$ cat src/rtl/signed_addsub_pkg.sv
`default_nettype none
// ============================================================================
//  Module   : signed_addsub_pkg
//  Purpose  : Shared constants and helpers for the signed add/sub pipeline.
//             Holds the op encoding and the saturation limit functions used
//             when SIGNED_ADDSUB_SAT_EN is defined.
//  Ports    : none (package)
//  Revision : 1.0 - initial release
// ============================================================================
package signed_addsub_pkg;

    localparam logic OP_ADD = 1'b0;
    localparam logic OP_SUB = 1'b1;

    // Largest positive two's complement value of the given width,
    // returned in a 64-bit container. Callers slice the low bits.
    function automatic logic [63:0] sat_max(input int width);
        return (64'd1 << (width - 1)) - 64'd1;
    endfunction

    // Most negative two's complement value of the given width. The low
    // 'width' bits are 1 followed by zeros.
    function automatic logic [63:0] sat_min(input int width);
        return ~((64'd1 << (width - 1)) - 64'd1);
    endfunction

endpackage : signed_addsub_pkg
`default_nettype wire

$ cat src/rtl/signed_addsub_pipe_if.sv
`default_nettype none
// ============================================================================
//  Module   : signed_addsub_pipe_if
//  Purpose  : Operand/result handshake bundle for signed_addsub_pipe.
//  Signals  : in_valid/in_ready/in_a/in_b/in_op   - operand channel
//             out_valid/out_ready/out_sum/out_ovf  - result channel
//             out_sat (only with SIGNED_ADDSUB_SAT_EN) - saturated result
//  Modports : master - operand source / result consumer side
//             slave  - the pipeline itself
//  Revision : 1.0 - initial release
// ============================================================================
interface signed_addsub_pipe_if #(
    parameter int WIDTH = 4
) ();

    logic             in_valid;
    logic             in_ready;
    logic [WIDTH-1:0] in_a;
    logic [WIDTH-1:0] in_b;
    logic             in_op;
    logic             out_valid;
    logic             out_ready;
    logic [WIDTH:0]   out_sum;
    logic             out_ovf;
`ifdef SIGNED_ADDSUB_SAT_EN
    logic [WIDTH-1:0] out_sat;
`endif

    modport master (
        output in_valid, in_a, in_b, in_op, out_ready,
        input  in_ready, out_valid, out_sum, out_ovf
`ifdef SIGNED_ADDSUB_SAT_EN
        , input out_sat
`endif
    );

    modport slave (
        input  in_valid, in_a, in_b, in_op, out_ready,
        output in_ready, out_valid, out_sum, out_ovf
`ifdef SIGNED_ADDSUB_SAT_EN
        , output out_sat
`endif
    );

endinterface : signed_addsub_pipe_if
`default_nettype wire

$ cat src/rtl/signed_addsub_pipe_stage.sv
`default_nettype none
// ============================================================================
//  Module   : addsub_pipe_stage
//  Purpose  : One elastic register slice. When 'adv' is high the slice takes
//             in_valid, and takes in_data only if in_valid is high, so the
//             data register keeps its last value across bubbles.
//  Ports    : clk, rst_n            - clock, async active-low reset
//             adv                   - slice may load this cycle
//             in_valid, in_data     - upstream contents
//             out_valid, out_data   - registered contents
//  Revision : 1.0 - initial release
// ============================================================================
module addsub_pipe_stage #(
    parameter int DW = 8
) (
    input  logic          clk,
    input  logic          rst_n,
    input  logic          adv,
    input  logic          in_valid,
    input  logic [DW-1:0] in_data,
    output logic          out_valid,
    output logic [DW-1:0] out_data
);

    logic          valid_d, valid_q;
    logic [DW-1:0] data_d,  data_q;

    always_comb begin
        valid_d = valid_q;
        data_d  = data_q;
        if (adv) begin
            valid_d = in_valid;
            if (in_valid) begin
                data_d = in_data;
            end
        end
    end

    always_ff @(posedge clk or negedge rst_n) begin
        if (!rst_n) begin
            valid_q <= 1'b0;
            data_q  <= '0;
        end else begin
            valid_q <= valid_d;
            data_q  <= data_d;
        end
    end

    assign out_valid = valid_q;
    assign out_data  = data_q;

endmodule : addsub_pipe_stage
`default_nettype wire

$ cat src/rtl/signed_addsub_pipe.sv
`default_nettype none
// ============================================================================
//  Module   : signed_addsub_pipe
//  Purpose  : Two-stage pipelined signed adder/subtractor with valid/ready
//             handshakes. Stage 1 registers the operands, stage 2 registers
//             the exact WIDTH+1-bit result and its overflow flag. A saturating
//             counter tracks delivered overflowed results.
//  Ports    : clk      - rising-edge clock
//             rst_n    - asynchronous active-low reset
//             bus      - signed_addsub_pipe_if.slave (operand/result channels)
//             cnt_clr  - synchronous clear of ovf_cnt (wins over increment)
//             ovf_cnt  - saturating count of delivered overflowed results
//  Options  : SIGNED_ADDSUB_SAT_EN adds bus.out_sat, the result clamped to
//             WIDTH bits, registered alongside out_sum.
//  Revision : 1.0 - initial release
// ============================================================================
module signed_addsub_pipe
    import signed_addsub_pkg::*;
#(
    parameter int WIDTH     = 4,
    parameter int OVF_CNT_W = 8
) (
    input  logic                 clk,
    input  logic                 rst_n,
    signed_addsub_pipe_if.slave  bus,
    input  logic                 cnt_clr,
    output logic [OVF_CNT_W-1:0] ovf_cnt
);

    localparam int S1_DW = 2 * WIDTH + 1;   // {op, a, b}
`ifdef SIGNED_ADDSUB_SAT_EN
    localparam int S2_DW = 2 * WIDTH + 2;   // {sum, ovf, sat}
    localparam logic [63:0]      SAT_MAX_FULL = sat_max(WIDTH);
    localparam logic [63:0]      SAT_MIN_FULL = sat_min(WIDTH);
    localparam logic [WIDTH-1:0] SAT_MAX      = SAT_MAX_FULL[WIDTH-1:0];
    localparam logic [WIDTH-1:0] SAT_MIN      = SAT_MIN_FULL[WIDTH-1:0];
`else
    localparam int S2_DW = WIDTH + 2;       // {sum, ovf}
`endif
    localparam logic [OVF_CNT_W-1:0] CNT_MAX = '1;

    // ------------------------------------------------------------------
    // Stall control: a stage advances when it is empty or the stage after
    // it advances. in_ready depends only on state and out_ready.
    // ------------------------------------------------------------------
    logic s1_valid;
    logic s2_valid;
    logic s1_adv;
    logic s2_adv;

    assign s2_adv       = !s2_valid || bus.out_ready;
    assign s1_adv       = !s1_valid || s2_adv;
    assign bus.in_ready = s1_adv;

    // ------------------------------------------------------------------
    // Stage 1: operand register
    // ------------------------------------------------------------------
    logic [S1_DW-1:0] s1_in;
    logic [S1_DW-1:0] s1_data;

    assign s1_in = {bus.in_op, bus.in_a, bus.in_b};

    addsub_pipe_stage #(
        .DW (S1_DW)
    ) u_stage1 (
        .clk       (clk),
        .rst_n     (rst_n),
        .adv       (s1_adv),
        .in_valid  (bus.in_valid),
        .in_data   (s1_in),
        .out_valid (s1_valid),
        .out_data  (s1_data)
    );

    // ------------------------------------------------------------------
    // Stage 2 arithmetic: sign-extend both operands by one bit so the
    // result is exact, including A - (-2^(WIDTH-1)).
    // ------------------------------------------------------------------
    logic             s1_op;
    logic [WIDTH-1:0] s1_a;
    logic [WIDTH-1:0] s1_b;
    logic [WIDTH:0]   a_ext;
    logic [WIDTH:0]   b_ext;
    logic [WIDTH:0]   sum_calc;
    logic             ovf_calc;
    logic [S2_DW-1:0] s2_in;
    logic [S2_DW-1:0] s2_data;

    assign s1_op = s1_data[2*WIDTH];
    assign s1_a  = s1_data[2*WIDTH-1:WIDTH];
    assign s1_b  = s1_data[WIDTH-1:0];
    assign a_ext = {s1_a[WIDTH-1], s1_a};
    assign b_ext = {s1_b[WIDTH-1], s1_b};

    always_comb begin
        if (s1_op == OP_SUB) begin
            sum_calc = a_ext - b_ext;
        end else begin
            sum_calc = a_ext + b_ext;
        end
    end

    // The result fits in WIDTH bits exactly when its top two bits agree.
    assign ovf_calc = sum_calc[WIDTH] ^ sum_calc[WIDTH-1];

`ifdef SIGNED_ADDSUB_SAT_EN
    logic [WIDTH-1:0] sat_calc;

    always_comb begin
        sat_calc = sum_calc[WIDTH-1:0];
        if (ovf_calc) begin
            // Bit WIDTH is the true sign of the exact result.
            sat_calc = sum_calc[WIDTH] ? SAT_MIN : SAT_MAX;
        end
    end

    assign s2_in       = {sum_calc, ovf_calc, sat_calc};
    assign bus.out_sat = s2_data[WIDTH-1:0];
    assign bus.out_sum = s2_data[S2_DW-1 -: (WIDTH + 1)];
    assign bus.out_ovf = s2_data[WIDTH];
`else
    assign s2_in       = {sum_calc, ovf_calc};
    assign bus.out_sum = s2_data[S2_DW-1 -: (WIDTH + 1)];
    assign bus.out_ovf = s2_data[0];
`endif

    addsub_pipe_stage #(
        .DW (S2_DW)
    ) u_stage2 (
        .clk       (clk),
        .rst_n     (rst_n),
        .adv       (s2_adv),
        .in_valid  (s1_valid),
        .in_data   (s2_in),
        .out_valid (s2_valid),
        .out_data  (s2_data)
    );

    assign bus.out_valid = s2_valid;

    // ------------------------------------------------------------------
    // Overflow event counter: counts delivered results only, saturates,
    // and a clear overrides a same-cycle increment.
    // ------------------------------------------------------------------
    logic                 out_xfer;
    logic [OVF_CNT_W-1:0] ovf_cnt_d;
    logic [OVF_CNT_W-1:0] ovf_cnt_q;

    assign out_xfer = s2_valid && bus.out_ready;

    always_comb begin
        ovf_cnt_d = ovf_cnt_q;
        if (cnt_clr) begin
            ovf_cnt_d = '0;
        end else if (out_xfer && bus.out_ovf && (ovf_cnt_q != CNT_MAX)) begin
            ovf_cnt_d = ovf_cnt_q + 1'b1;
        end
    end

    always_ff @(posedge clk or negedge rst_n) begin
        if (!rst_n) begin
            ovf_cnt_q <= '0;
        end else begin
            ovf_cnt_q <= ovf_cnt_d;
        end
    end

    assign ovf_cnt = ovf_cnt_q;

endmodule : signed_addsub_pipe
`default_nettype wire

$ cat src/flat_wrapper.sv
// flat-port wrapper written by rule: the top's interface ports become plain ports
module signed_addsub_pipe_flat import signed_addsub_pkg::*;
#(
    parameter int WIDTH     = 4,
    parameter int OVF_CNT_W = 8
)
  (clk, rst_n, cnt_clr, ovf_cnt, bus_in_valid, bus_in_a, bus_in_b, bus_in_op, bus_out_ready, bus_in_ready, bus_out_valid, bus_out_sum, bus_out_ovf);
  signed_addsub_pipe_if #(.WIDTH(WIDTH)) bus_i ();
  input  logic clk;
  input  logic rst_n;
  input  logic cnt_clr;
  output logic [OVF_CNT_W-1:0] ovf_cnt;
  input wire logic [$bits(bus_i.in_valid)-1:0] bus_in_valid;
  input wire logic [$bits(bus_i.in_a)-1:0] bus_in_a;
  input wire logic [$bits(bus_i.in_b)-1:0] bus_in_b;
  input wire logic [$bits(bus_i.in_op)-1:0] bus_in_op;
  input wire logic [$bits(bus_i.out_ready)-1:0] bus_out_ready;
  output wire logic [$bits(bus_i.in_ready)-1:0] bus_in_ready;
  output wire logic [$bits(bus_i.out_valid)-1:0] bus_out_valid;
  output wire logic [$bits(bus_i.out_sum)-1:0] bus_out_sum;
  output wire logic [$bits(bus_i.out_ovf)-1:0] bus_out_ovf;
  assign bus_i.in_valid = bus_in_valid;
  assign bus_i.in_a = bus_in_a;
  assign bus_i.in_b = bus_in_b;
  assign bus_i.in_op = bus_in_op;
  assign bus_i.out_ready = bus_out_ready;
  assign bus_in_ready = bus_i.in_ready;
  assign bus_out_valid = bus_i.out_valid;
  assign bus_out_sum = bus_i.out_sum;
  assign bus_out_ovf = bus_i.out_ovf;
  signed_addsub_pipe #(.WIDTH(WIDTH), .OVF_CNT_W(OVF_CNT_W)) u_core (.clk(clk), .rst_n(rst_n), .bus(bus_i), .cnt_clr(cnt_clr), .ovf_cnt(ovf_cnt));
endmodule
$ cat config.mk
export PLATFORM = sky130hd
export DESIGN_NAME = signed_addsub_pipe_flat
export DESIGN_NICKNAME = d
export VERILOG_FILES = /design/src/rtl/signed_addsub_pkg.sv /design/src/rtl/signed_addsub_pipe_if.sv /design/src/rtl/signed_addsub_pipe_stage.sv /design/src/rtl/signed_addsub_pipe.sv /design/src/flat_wrapper.sv
export SDC_FILE = /design/constraint.sdc
export NUM_CORES = 1
export LEC_CHECK = 0
export ABC_AREA = 1
export CORE_ASPECT_RATIO = 0.7
export CORE_UTILIZATION = 43
export CTS_BUF_LIST = sky130_fd_sc_hd__clkbuf_2
export DETAILED_ROUTE_END_ITERATION = 10
export PLACE_DENSITY = 0.69
export SLEW_MARGIN = 5
export SYNTH_ARGS = -nofsm -noshare
export SYNTH_HDL_FRONTEND = slang
export SYNTH_SLANG_ARGS = --single-unit
$ cat constraint.sdc
create_clock -name clk -period 3.8 [get_ports clk]
set_input_delay 0.38 -clock clk [delete_from_list [all_inputs] [get_ports clk]]
set_output_delay 0.38 -clock clk [all_outputs]
set_load 0.03 [all_outputs]
-- Yosys cells after proc, flatten, opt, wreduce, memory -nomap -nowiden
Cells that the tools add are included.
- register bits: 25
- input bits: 14
- output and inout port bits: 16
- logic and storage cells: 23
- add/sub/neg operators: 3
- eq/ne operators: 1
- multiplexer cells: 3
- bitwise gates (word level): 1
- reduce and logical (&&, ||, !) cells: 10
- operators with widths (cell ; number):
    8-bit 2-to-1 mux ; 2
    8-bit by 1-bit adder with 8-bit output (second input constant) ; 1
    8-bit inequality test (second input constant) ; 1
    4-bit by 4-bit adder with 5-bit output ; 1
    5-bit 2-to-1 mux ; 1
    4-bit by 4-bit subtractor with 5-bit output ; 1
    2-bit AND reduction ; 2
    1-bit logical AND ; 3
    1-bit zero test ; 2
    1-bit logical OR ; 2
    2-bit nonzero test ; 1
    1-bit bitwise XOR ; 1

-- Longest topological paths before layout
Gate-level depths: netlist (run 1).
- depth in word-level cells: 5
- mapped depth: 14
- mapped depth without buffers: 14

-- Modules after synthesis
From an unflattened synthesis (run 1), not the netlist that was laid out.
- cells, all modules: 192
- area total of the unflattened synthesis: 1500.2 um^2
- modules (own cells, without submodules) (module ; times used ; cells each ; area each (um^2) ; seq. area each (um^2)):
    signed_addsub_pipe ; 1 ; 121 ; 824.5 ; 200.2
    addsub_pipe_stage (u_core.u_stage1) ; 1 ; 42 ; 407.9 ; 250.2
    addsub_pipe_stage (u_core.u_stage2) ; 1 ; 29 ; 267.8 ; 175.2

-- Least setup slack after synthesis (run 1)
OpenSTA, ideal clock, no wires.
- path type: reg2reg
- from: register u_core.u_stage1.data_q[0] (netlist: u_core.u_stage1.out_data[0])
- to: register u_core.u_stage2.data_q[0] (netlist: u_core.u_stage2.out_data[0])
- library setup time: 124 ps
- arrival time: 1684 ps
- data required time: 3676 ps
- path slack: 1992 ps
- cell stages (with the launch flop): 14
- path buffers: 0
- period minus slack after synthesis: 1808 ps
- cell sequence: dfrtp_1 -> inv_1 -> ha_1 -> inv_1 -> o21ai_0 -> inv_1 -> ha_1 -> nand3b_1 -> nand2_1 -> nand2_1 -> nand2_1 -> nor2_1 -> nand2_1 -> nand3_1
- longest elaborated chain between the ends: 3
- elaborated cells on any way between the ends: 4
- those cells by class: 2 x add/sub; 1 x mux; 1 x bitwise
- RTL lines (item ; line ; RTL):
    start: declaration ; signed_addsub_pipe_stage.sv:26 ; logic [DW-1:0] data_d, data_q;
    start signal: assignment ; signed_addsub_pipe_stage.sv:45 ; data_q <= data_d;
    4-bit by 4-bit adder with 5-bit output / 4-bit by 4-bit subtractor with 5-bit output (equally long branches) ; signed_addsub_pipe.sv:99, signed_addsub_pipe.sv:97 ;
    5-bit 2-to-1 mux (*) ; signed_addsub_pipe.sv:96 ; if (s1_op == OP_SUB) begin
    1-bit bitwise XOR (*) ; signed_addsub_pipe.sv:104 ; assign ovf_calc = sum_calc[WIDTH] ^ sum_calc[WIDTH-1];
    end signal: assignment ; signed_addsub_pipe_stage.sv:45 ;
    end: declaration ; signed_addsub_pipe_stage.sv:26 ;
Every way passes the cells marked *; elsewhere a longest branch is shown, timed or not.
A chain may end at the register's enable or synchronous reset.

-- Worst setup path after layout (run 1)
- from: input bus_out_ready
- to: output bus_in_ready
- longest elaborated chain between the ends: 2
- RTL lines (item ; line ; RTL):
    start: declaration ; flat_wrapper.sv:17 ; input wire logic [$bits(bus_i.out_ready)-1:0] bus_out_ready;
    1-bit logical OR ; signed_addsub_pipe.sv:51 ; assign s2_adv = !s2_valid || bus.out_ready;
    1-bit logical OR ; signed_addsub_pipe.sv:52 ; assign s1_adv = !s1_valid || s2_adv;
    end: declaration ; flat_wrapper.sv:18 ; output wire logic [$bits(bus_i.in_ready)-1:0] bus_in_ready;
Every way passes these cells.

==> flow_results.xml, run 1 <==
<?xml version="1.0" encoding="UTF-8"?>
<metrics>
  <group name="clock_network">
    <metric name="cts_post_setup_buffers_inserted" unit="">0</metric>
    <metric name="tritoncts_clock_tree" unit="">built</metric>
    <metric name="clk-insertion-delay-late" unit="ns">0.34</metric>
    <metric name="cts_root_buffer" unit="">sky130_fd_sc_hd__clkbuf_2</metric>
    <metric name="hold_fix_buffers_at_cts" unit="">0</metric>
    <metric name="cts.sink_count" unit="">25</metric>
    <metric name="htree_num_levels" unit="">1</metric>
    <metric name="path_clk_slew" unit="ns">0.22</metric>
    <metric name="tritoncts.num_buffers" unit="">3</metric>
    <metric name="cts.repair.resized" unit="">0</metric>
    <metric name="clockBufferDepth" unit="">2</metric>
  </group>
  <group name="synthesis">
    <metric name="synth.lib_cells_used.distinct" unit="">27</metric>
    <metric name="syn-cell-area" unit="um2">1410</metric>
    <metric name="synth_warnings" unit="">0</metric>
    <metric name="yosysTopAreaCellShare" unit="">0.445</metric>
    <metric name="synth_top_cells_by_area" unit="">sky130_fd_sc_hd__dfrtp_1, sky130_fd_sc_hd__nand2_1, sky130_fd_sc_hd__ha_1, sky130_fd_sc_hd__inv_1, sky130_fd_sc_hd__nor2_1</metric>
    <metric name="netlist_instances" unit="">168</metric>
    <metric name="synth_seq_area_share" unit="">0.445</metric>
    <metric name="nets_in_the_synthesized_netlist" unit="">189</metric>
    <metric name="syn-mean-instance-area" unit="um2">8.36</metric>
    <metric name="netlist.top_cell.by_area" unit="">sky130_fd_sc_hd__dfrtp_1</metric>
    <metric name="post_synthesis_sequential_element_count" unit="">25</metric>
  </group>
  <group name="critical_path">
    <metric name="critical_path.slowest_cell" unit="">sky130_fd_sc_hd__clkdlybuf4s50_1</metric>
    <metric name="crit_path_start_kind" unit="">input port</metric>
    <metric name="reg2reg_depth" unit="">13</metric>
    <metric name="timing.reg2reg.setup_slack" unit="ns">1.77</metric>
    <metric name="critPathArrivalTime" unit="ns">1.74</metric>
    <metric name="worstPathCellList" unit="">clkdlybuf4s50_1 -&gt; inv_1 -&gt; nand3_1 -&gt; clkdlybuf4s50_1</metric>
    <metric name="critical_path.max_stage_delay" unit="ns">0.70</metric>
    <metric name="timing.critical_path.required" unit="ns">3.42</metric>
    <metric name="worst_path_dominant_cell_family" unit="">buffers and inverters</metric>
    <metric name="critPathCaptureType" unit="">primary output</metric>
    <metric name="worstReg2RegEnd" unit="">u_core.u_stage2.out_data[0]</metric>
    <metric name="timing.critical_path.fanout_max" unit="">3</metric>
    <metric name="top_cell_by_count_worst_path" unit="">sky130_fd_sc_hd__clkdlybuf4s50_1</metric>
    <metric name="critPathBufInv" unit="">3</metric>
    <metric name="timing.rr.start" unit="">u_core.u_stage1.out_data[0]</metric>
    <metric name="crit_type" unit="">in2out</metric>
  </group>
  <group name="placement">
    <metric name="gp_congestion" unit="">0.927</metric>
    <metric name="io_buffer_count" unit="">29</metric>
    <metric name="detailed_place_hpwl" unit="um">2150</metric>
  </group>
  <group name="route">
    <metric name="post-route-drc-count" unit="">0</metric>
    <metric name="drt-total-wl" unit="um">2720</metric>
    <metric name="num_vias" unit="">1164</metric>
    <metric name="drt.antenna.violating_nets" unit="">0</metric>
    <metric name="wire_per_inst" unit="um">11.6</metric>
    <metric name="first_iter_violations" unit="">64</metric>
    <metric name="first_pass_iters" unit="">4</metric>
    <metric name="post_drt_via_cell_ratio" unit="">4.95</metric>
  </group>
  <group name="sta">
    <metric name="fin_tns_setup" unit="ns">0</metric>
    <metric name="worst_rel_slew_slack" unit="">0.282</metric>
    <metric name="timing.clock.skew" unit="ns">0.0116</metric>
    <metric name="rsz_0062_raised_after_global_routing" unit="">no</metric>
    <metric name="report.final.hold_viol_count" unit="">0</metric>
    <metric name="worst_pin_slew" unit="ns">1.07</metric>
    <metric name="finalSetupViolCount" unit="">0</metric>
    <metric name="finalCriticalPeriod" unit="ns">2.12</metric>
    <metric name="achievable-frequency" unit="MHz">472</metric>
    <metric name="worst_hold_margin" unit="ns">0.519</metric>
    <metric name="final_max_slew_viols" unit="">0</metric>
    <metric name="timing.final.crit_share" unit="">0.558</metric>
  </group>
  <group name="hold_path">
    <metric name="worst_hold_path.endpoint" unit="">u_core.u_stage2.out_data[3]</metric>
    <metric name="worstHoldPathCells" unit="">2</metric>
    <metric name="worst_hold_startpoint" unit="">u_core.u_stage2.out_data[3]</metric>
    <metric name="hold_path.class" unit="">reg2reg</metric>
  </group>
  <group name="floorplan">
    <metric name="floorplan.die.width" unit="um">70.3</metric>
    <metric name="fp.dieArea" unit="um2">3500</metric>
    <metric name="core-area" unit="um2">2940</metric>
    <metric name="total_number_of_placement_rows" unit="">16</metric>
    <metric name="die_height" unit="um">49.8</metric>
    <metric name="design.portCount" unit="">30</metric>
    <metric name="start_util" unit="">0.477</metric>
  </group>
  <group name="power_and_ir_drop">
    <metric name="power.density" unit="nW/um2">473</metric>
    <metric name="cell_leakage_power" unit="nW">0.857</metric>
    <metric name="ir_worst_vdd" unit="V">0.000220</metric>
  </group>
  <group name="global_routing">
    <metric name="grt_remaining_overflow" unit="">0</metric>
    <metric name="antenna_found_initial" unit="">0</metric>
    <metric name="global_route_wire_length_before_repair" unit="um">5100</metric>
    <metric name="track_usage" unit="">0.187</metric>
    <metric name="via_count_of_the_first_global_routing_pass" unit="">1093</metric>
    <metric name="grt_start_max_net_pins" unit="">26</metric>
  </group>
  <group name="final_layout">
    <metric name="multi_input_area" unit="um2">701</metric>
    <metric name="final_net_count" unit="">221</metric>
    <metric name="antennaDiodeCount" unit="">0</metric>
    <metric name="growth_of_design_area_from_synthesis_to_finish" unit="%">24.7</metric>
    <metric name="layout.area.seq" unit="um2">626</metric>
    <metric name="post-route-util" unit="">0.595</metric>
    <metric name="total_of_fill_cells_in_the_finished_design" unit="">254</metric>
    <metric name="final_layout_size_suffix_gt1_frac" unit="">0.0905</metric>
  </group>
  <group name="flow_run">
    <metric name="max_cap_viol_count" unit="">0</metric>
  </group>
  <group name="run_status">
    <metric name="outcome" unit="">completed</metric>
  </group>
</metrics>
cells in the mapped netlist:
| library cell | count |
|---|---|
| sky130_fd_sc_hd__nand2_2 | 2 |
| sky130_fd_sc_hd__xor2_1 | 5 |
| sky130_fd_sc_hd__ha_1 | 6 |
| sky130_fd_sc_hd__a22oi_1 | 1 |
| sky130_fd_sc_hd__inv_4 | 1 |
| sky130_fd_sc_hd__or2_2 | 1 |
| sky130_fd_sc_hd__xnor2_1 | 1 |
| sky130_fd_sc_hd__o21ai_0 | 6 |
| sky130_fd_sc_hd__nor3_4 | 1 |
| sky130_fd_sc_hd__o21ai_2 | 3 |
| sky130_fd_sc_hd__a31oi_1 | 1 |
| sky130_fd_sc_hd__nand3_1 | 11 |
| sky130_fd_sc_hd__nor2_1 | 17 |
| sky130_fd_sc_hd__buf_2 | 1 |
| sky130_fd_sc_hd__nor2_8 | 1 |
| sky130_fd_sc_hd__a21oi_1 | 8 |
| sky130_fd_sc_hd__inv_1 | 17 |
| sky130_fd_sc_hd__nand2_1 | 47 |
| sky130_fd_sc_hd__fa_1 | 1 |
| sky130_fd_sc_hd__nand3b_1 | 2 |
| sky130_fd_sc_hd__clkbuf_1 | 1 |
| sky130_fd_sc_hd__dfrtp_1 | 25 |
| sky130_fd_sc_hd__nor2_4 | 1 |
| sky130_fd_sc_hd__mux2_2 | 3 |
| sky130_fd_sc_hd__nor3_1 | 2 |
| sky130_fd_sc_hd__nand3_2 | 1 |
| sky130_fd_sc_hd__nand4_1 | 2 |
cells by family after synthesis:
| family | after synthesis | synth area share |
|---|---|---|
| AO/OA/AOI/OAI | 19 | 0.0784 |
| XOR/XNOR | 6 | 0.0374 |
| adder cells (fa/ha/maj) | 7 | 0.0677 |
| buffers and inverters | 20 | 0.0561 |
| flip-flops | 25 | 0.445 |
| multiplexers | 3 | 0.0240 |
| AND/OR/NAND/NOR | 88 | 0.291 |
worst reg2reg max path, cell delays in order, from the launching register on:
cell	delay, ns
sky130_fd_sc_hd__dfrtp_1	0.40
sky130_fd_sc_hd__inv_1	0.08
sky130_fd_sc_hd__ha_1	0.28
sky130_fd_sc_hd__inv_1	0.03
sky130_fd_sc_hd__o21ai_0	0.32
sky130_fd_sc_hd__inv_1	0.08
sky130_fd_sc_hd__ha_1	0.28
sky130_fd_sc_hd__nand3b_1	0.10
sky130_fd_sc_hd__nand2_1	0.09
sky130_fd_sc_hd__nand2_1	0.06
sky130_fd_sc_hd__nand2_1	0.07
sky130_fd_sc_hd__nor2_1	0.04
sky130_fd_sc_hd__nand2_1	0.07
sky130_fd_sc_hd__nand3_1	0.06
per-stage QoR:
| step | cell area, um2 | power (mW) | setup slack [ns] | instances |
|---|---|---|---|---|
| after floorplan | 1410 | 0.602 | 1.99 | 168 |
| after global placement | 1730 | 0.726 | 1.73 | 231 |
| after detailed placement | 1730 | 0.735 | 1.67 | 231 |
| after CTS | 1750 | 0.840 | 1.67 | 235 |
| after global routing | 1750 | 0.908 | 1.51 | 235 |
| final | 1750 | 0.829 | 1.68 | 235 |
per-layer routing:
layer,share of wire,track usage,vias to the layer above
met2,0.41,0.284,29
met5,0,0,-
li1,-,-,603
met3,0.054,0.0491,2
met1,0.53,0.269,530
met4,0.0070,0.0400,0
final cells by class:
cell class | count | area share
multi-input combinational | 123 | 0.400
inverter | 18 | 0.0400
clock buffer | 4 | 0.0114
timing repair buffer | 29 | 0.166
sequential | 25 | 0.357
tap | 36 | 0.0257
worst max path at each step:
stage,from,endpoint,cells past startpoint
floorplan,u_core.u_stage1.out_data[0],u_core.u_stage2.out_data[0],13
global placement,bus_out_ready,bus_in_ready,4
detailed placement,bus_out_ready,bus_in_ready,4
CTS,bus_out_ready,bus_in_ready,4
global route,u_core.u_stage1.out_data[0],u_core.u_stage2.out_data[5],13
finish,bus_out_ready,bus_in_ready,4
sequential cells by signal, indices dropped and copies added, names as in the netlist:
name / cells
u_core.ovf_cnt: 8
u_core.u_stage2.out_valid: 1
u_core.u_stage1.out_valid: 1
u_core.u_stage1.out_data: 9
u_core.u_stage2.out_data: 6
report_power, final:
part           internal [mW]  switching [mW]  leakage (nW)  total, mW
combinational          0.153           0.223         0.531      0.376
sequential             0.316          0.0348         0.309      0.351
clock                 0.0278          0.0742        0.0166      0.102
total                  0.497           0.332         0.857      0.829
cells in the final DEF (no fill, tap or decap), types with 2 or more instances in the layout:
master and n:
sky130_fd_sc_hd__xor2_1 5, sky130_fd_sc_hd__clkbuf_2 4, sky130_fd_sc_hd__nand2_2 2, sky130_fd_sc_hd__inv_1 17, sky130_fd_sc_hd__o21ai_2 3, sky130_fd_sc_hd__nand3_1 11, sky130_fd_sc_hd__a21oi_1 8, sky130_fd_sc_hd__ha_1 6
sky130_fd_sc_hd__dfrtp_1 25, sky130_fd_sc_hd__nor3_1 2, sky130_fd_sc_hd__nand4_1 2, sky130_fd_sc_hd__nor2_1 17, sky130_fd_sc_hd__nand3b_1 2, sky130_fd_sc_hd__mux2_2 3, sky130_fd_sc_hd__clkdlybuf4s50_1 29, sky130_fd_sc_hd__nand2_1 47
sky130_fd_sc_hd__o21ai_0 6
No activity file was read; power rests on OpenSTA's default activity.
==> run 2: changes to the inputs <==
PLACE_DENSITY = 0.72   (was 0.69)
clock period = 1.9 ns   (was 3.8 ns; I/O delays follow)
==> run 2 against run 1 <==
Clock power increased by 110%. Wire length up 18%. Die area stayed put. Critical path depth up 10. Sequential share of layout area down 3.6 points. Setup slack worse by 1.7 ns. First-iteration DRC count is 38% higher. Global-route usage increased by 1.5 points.
==> flow_results.xml, run 2 (synthesized netlist as in run 1, its figures left out) <==
<?xml version="1.0" encoding="UTF-8"?>
<metrics>
  <group name="sta">
    <metric name="fin_tns_setup" unit="ns">0</metric>
    <metric name="timing.final.crit_share" unit="">0.993</metric>
    <metric name="finalCriticalPeriod" unit="ns">1.89</metric>
    <metric name="finalSetupViolCount" unit="">0</metric>
    <metric name="report.final.hold_viol_count" unit="">0</metric>
    <metric name="worst_rel_slew_slack" unit="">0.744</metric>
    <metric name="achievable-frequency" unit="MHz">530</metric>
    <metric name="final_max_slew_viols" unit="">0</metric>
    <metric name="timing.clock.skew" unit="ns">0.0107</metric>
    <metric name="worst_pin_slew" unit="ns">0.384</metric>
    <metric name="rsz_0062_raised_after_global_routing" unit="">yes</metric>
  </group>
  <group name="floorplan">
    <metric name="fp.dieArea" unit="um2">3500</metric>
    <metric name="design.portCount" unit="">30</metric>
    <metric name="floorplan.die.width" unit="um">70.3</metric>
    <metric name="die_height" unit="um">49.8</metric>
    <metric name="total_number_of_placement_rows" unit="">16</metric>
    <metric name="start_util" unit="">0.477</metric>
    <metric name="core-area" unit="um2">2940</metric>
  </group>
  <group name="global_routing">
    <metric name="met1_usage" unit="">0.297</metric>
    <metric name="track_usage" unit="">0.202</metric>
    <metric name="via_count_of_the_first_global_routing_pass" unit="">1180</metric>
    <metric name="met2_usage" unit="">0.303</metric>
    <metric name="grt_start_max_net_pins" unit="">26</metric>
    <metric name="grt_remaining_overflow" unit="">0</metric>
    <metric name="global_route_wire_length_before_repair" unit="um">5470</metric>
    <metric name="top_usage_layer_grt" unit="">met2</metric>
    <metric name="grt.met3_usage" unit="">0.0532</metric>
    <metric name="antenna_found_initial" unit="">0</metric>
  </group>
  <group name="power_and_ir_drop">
    <metric name="p_sw_frac" unit="">0.405</metric>
    <metric name="clock_power_share" unit="">0.116</metric>
    <metric name="power_report.internal_total" unit="mW">1.11</metric>
    <metric name="ir_worst_vdd" unit="V">0.000497</metric>
    <metric name="netSwitchingPower" unit="uW">759</metric>
    <metric name="fraction_of_power_consumed_by_sequential_logic" unit="">0.375</metric>
    <metric name="comb_power_share" unit="">0.509</metric>
    <metric name="power.density" unit="nW/um2">961</metric>
    <metric name="cell_leakage_power" unit="nW">0.928</metric>
  </group>
  <group name="critical_path">
    <metric name="timing.critical_path.required" unit="ns">2.20</metric>
    <metric name="worstPathCellList" unit="">inv_2 -&gt; ha_4 -&gt; inv_2 -&gt; o21ai_1 -&gt; buf_4 -&gt; inv_4 -&gt; ha_4 -&gt; nand3b_1 -&gt; nand2_1 -&gt; nand2_1 -&gt; nand2_1 -&gt; nor2_1 -&gt; nand2_1 -&gt; nand3_1</metric>
    <metric name="timing.critical_path.fanout_max" unit="">2</metric>
    <metric name="critPathCaptureType" unit="">flip-flop</metric>
    <metric name="critPathArrivalTime" unit="ns">2.18</metric>
    <metric name="critical_path.max_stage_delay" unit="ns">0.42</metric>
    <metric name="crit_type" unit="">reg2reg</metric>
    <metric name="worst_path_dominant_cell_family" unit="">simple AND/OR/NAND/NOR gates</metric>
    <metric name="top_cell_by_count_worst_path" unit="">sky130_fd_sc_hd__nand2_1</metric>
    <metric name="critPathBufInv" unit="">4</metric>
    <metric name="crit_path_start_kind" unit="">flip-flop</metric>
    <metric name="critical_path.slowest_cell" unit="">sky130_fd_sc_hd__dfrtp_1</metric>
  </group>
  <group name="final_layout">
    <metric name="max_reg_flops" unit="">9</metric>
    <metric name="finalNonFillerCells" unit="">250</metric>
    <metric name="final_net_count" unit="">236</metric>
    <metric name="growth_of_design_area_from_synthesis_to_finish" unit="%">38.7</metric>
    <metric name="post-route-util" unit="">0.662</metric>
    <metric name="antennaDiodeCount" unit="">0</metric>
    <metric name="final_layout_size_suffix_gt1_frac" unit="">0.234</metric>
    <metric name="final_common_cell" unit="">sky130_fd_sc_hd__nand2_1</metric>
    <metric name="layout.cells.most_common_list" unit="">sky130_fd_sc_hd__nand2_1, sky130_fd_sc_hd__clkdlybuf4s50_1, sky130_fd_sc_hd__dfrtp_1</metric>
    <metric name="total_of_fill_cells_in_the_finished_design" unit="">244</metric>
  </group>
  <group name="clock_network">
    <metric name="path_clk_slew" unit="ns">0.25</metric>
    <metric name="clk-insertion-delay-late" unit="ns">0.37</metric>
    <metric name="cts.sink_count" unit="">25</metric>
    <metric name="clockBufferDepth" unit="">2</metric>
    <metric name="tritoncts.num_buffers" unit="">3</metric>
    <metric name="cts_root_buffer" unit="">sky130_fd_sc_hd__clkbuf_2</metric>
    <metric name="tritoncts_clock_tree" unit="">built</metric>
    <metric name="htree_num_levels" unit="">1</metric>
  </group>
  <group name="route">
    <metric name="first_iter_violations" unit="">88</metric>
    <metric name="drt-total-wl" unit="um">3200</metric>
    <metric name="post_drt_via_cell_ratio" unit="">4.93</metric>
    <metric name="post-route-drc-count" unit="">0</metric>
    <metric name="first_pass_iters" unit="">4</metric>
    <metric name="num_vias" unit="">1233</metric>
    <metric name="drt.antenna.violating_nets" unit="">0</metric>
    <metric name="wire_per_inst" unit="um">12.8</metric>
  </group>
  <group name="placement">
    <metric name="gp_congestion" unit="">0.913</metric>
    <metric name="detailed_place_hpwl" unit="um">2360</metric>
    <metric name="dpl.cell_count" unit="">242</metric>
    <metric name="io_buffer_count" unit="">29</metric>
  </group>
  <group name="run_status">
    <metric name="outcome" unit="">completed</metric>
  </group>
  <group name="hold_path">
    <metric name="hold_path.class" unit="">in2async</metric>
  </group>
  <group name="flow_run">
    <metric name="max_cap_viol_count" unit="">0</metric>
  </group>
</metrics>
[run 2: changes by cell type in the layout (fill, tap and decap cells not counted), moves of 3 or more]
cell and change:
sky130_fd_sc_hd__ha_4 +4, sky130_fd_sc_hd__inv_2 +4, sky130_fd_sc_hd__buf_4 +15, sky130_fd_sc_hd__ha_1 -4, sky130_fd_sc_hd__inv_1 -5, sky130_fd_sc_hd__nor2_2 +3
sky130_fd_sc_hd__nor2_1 -3
[run 2: worst register-to-register path: stages (launching register included)]
cell                       delay (ns)
sky130_fd_sc_hd__dfrtp_1         0.42
sky130_fd_sc_hd__inv_2           0.06
sky130_fd_sc_hd__ha_4            0.26
sky130_fd_sc_hd__inv_2           0.03
sky130_fd_sc_hd__o21ai_1         0.13
sky130_fd_sc_hd__buf_4           0.15
sky130_fd_sc_hd__inv_4           0.04
sky130_fd_sc_hd__ha_4            0.24
sky130_fd_sc_hd__nand3b_1        0.10
sky130_fd_sc_hd__nand2_1         0.09
sky130_fd_sc_hd__nand2_1         0.07
sky130_fd_sc_hd__nand2_1         0.08
sky130_fd_sc_hd__nor2_1          0.05
sky130_fd_sc_hd__nand2_1         0.07
sky130_fd_sc_hd__nand3_1         0.05
[run 2: final timing paths]
path / from / endpoint / slack [ns] / cells past startpoint
max: u_core.u_stage1.out_data[0] / u_core.u_stage2.out_data[0] / 0.01 / 14
min: rst_n / u_core.u_stage2.out_data[3] / 0.14 / 2
max reg2reg: u_core.u_stage1.out_data[0] / u_core.u_stage2.out_data[0] / 0.01 / 14
min reg2reg: u_core.u_stage2.out_data[2] / u_core.u_stage2.out_data[2] / 0.52 / 2
max in group asynchronous: rst_n / u_core.u_stage1.out_data[0] / 1.51 / 2
min in group clk: bus_in_a[1] / u_core.u_stage1.out_data[5] / 0.36 / 3
[run 2: final cells by class]
| type | instances | area, um2 | area share |
|---|---|---|---|
| Timing Repair Buffer | 44 | 405 | 0.208 |
| Sequential cell | 25 | 626 | 0.321 |
| Inverter | 18 | 72.6 | 0.0372 |
| Tap cell | 36 | 45.0 | 0.0231 |
| Clock buffer | 3 | 15.0 | 0.00770 |
| Clock inverter | 1 | 5.00 | 0.00257 |
| Multi-Input combinational cell | 123 | 781 | 0.401 |
[run 2: power by group through the flow]
stage          Clock (mW)  Sequential [mW]  Combinational, mW
6_report            0.218            0.702              0.953
2_1_floorplan           0            0.837              0.367
3_5_place_dp            0            0.709              0.837
5_1_grt             0.247            0.717               1.05
3_3_place_gp            0            0.702              0.819
4_1_cts             0.225            0.701              0.876
[run 2: what timing repair did]
item / CTS / global route
hold buffers: 0 / 0
gates resized for setup: 8 / 14
pin swaps: 2 / 13
buffers inserted: 1 / 3
gates cloned: 0 / 0
endpoints found under the setup margin: 4 / 5
[run 2: metrics by stage]
| stage | setup slack (ns) | total power, mW | area, um2 | hold slack, ns |
|---|---|---|---|---|
| final | 0.0131 | 1.87 | 1950 | 0.141 |
| after global routing | -0.0998 | 2.01 | 1950 | 0.149 |
| after CTS | 0.00218 | 1.80 | 1870 | 0.151 |
| after detailed placement | -0.0516 | 1.55 | 1810 | 0.478 |
| after global placement | -0.00761 | 1.52 | 1810 | 0.470 |
| after floorplan | 0.0915 | 1.20 | 1410 | -0.106 |
[run 2: per-layer routing]
| metal | vias to the layer above | routed length, um | share of wire |
|---|---|---|---|
| li1 | 629 | - | - |
| met4 | 0 | 23 | 0.0072 |
| met1 | 573 | 1630 | 0.51 |
| met2 | 27 | 1440 | 0.45 |
| met5 | - | 0 | 0 |
| met3 | 4 | 114 | 0.036 |
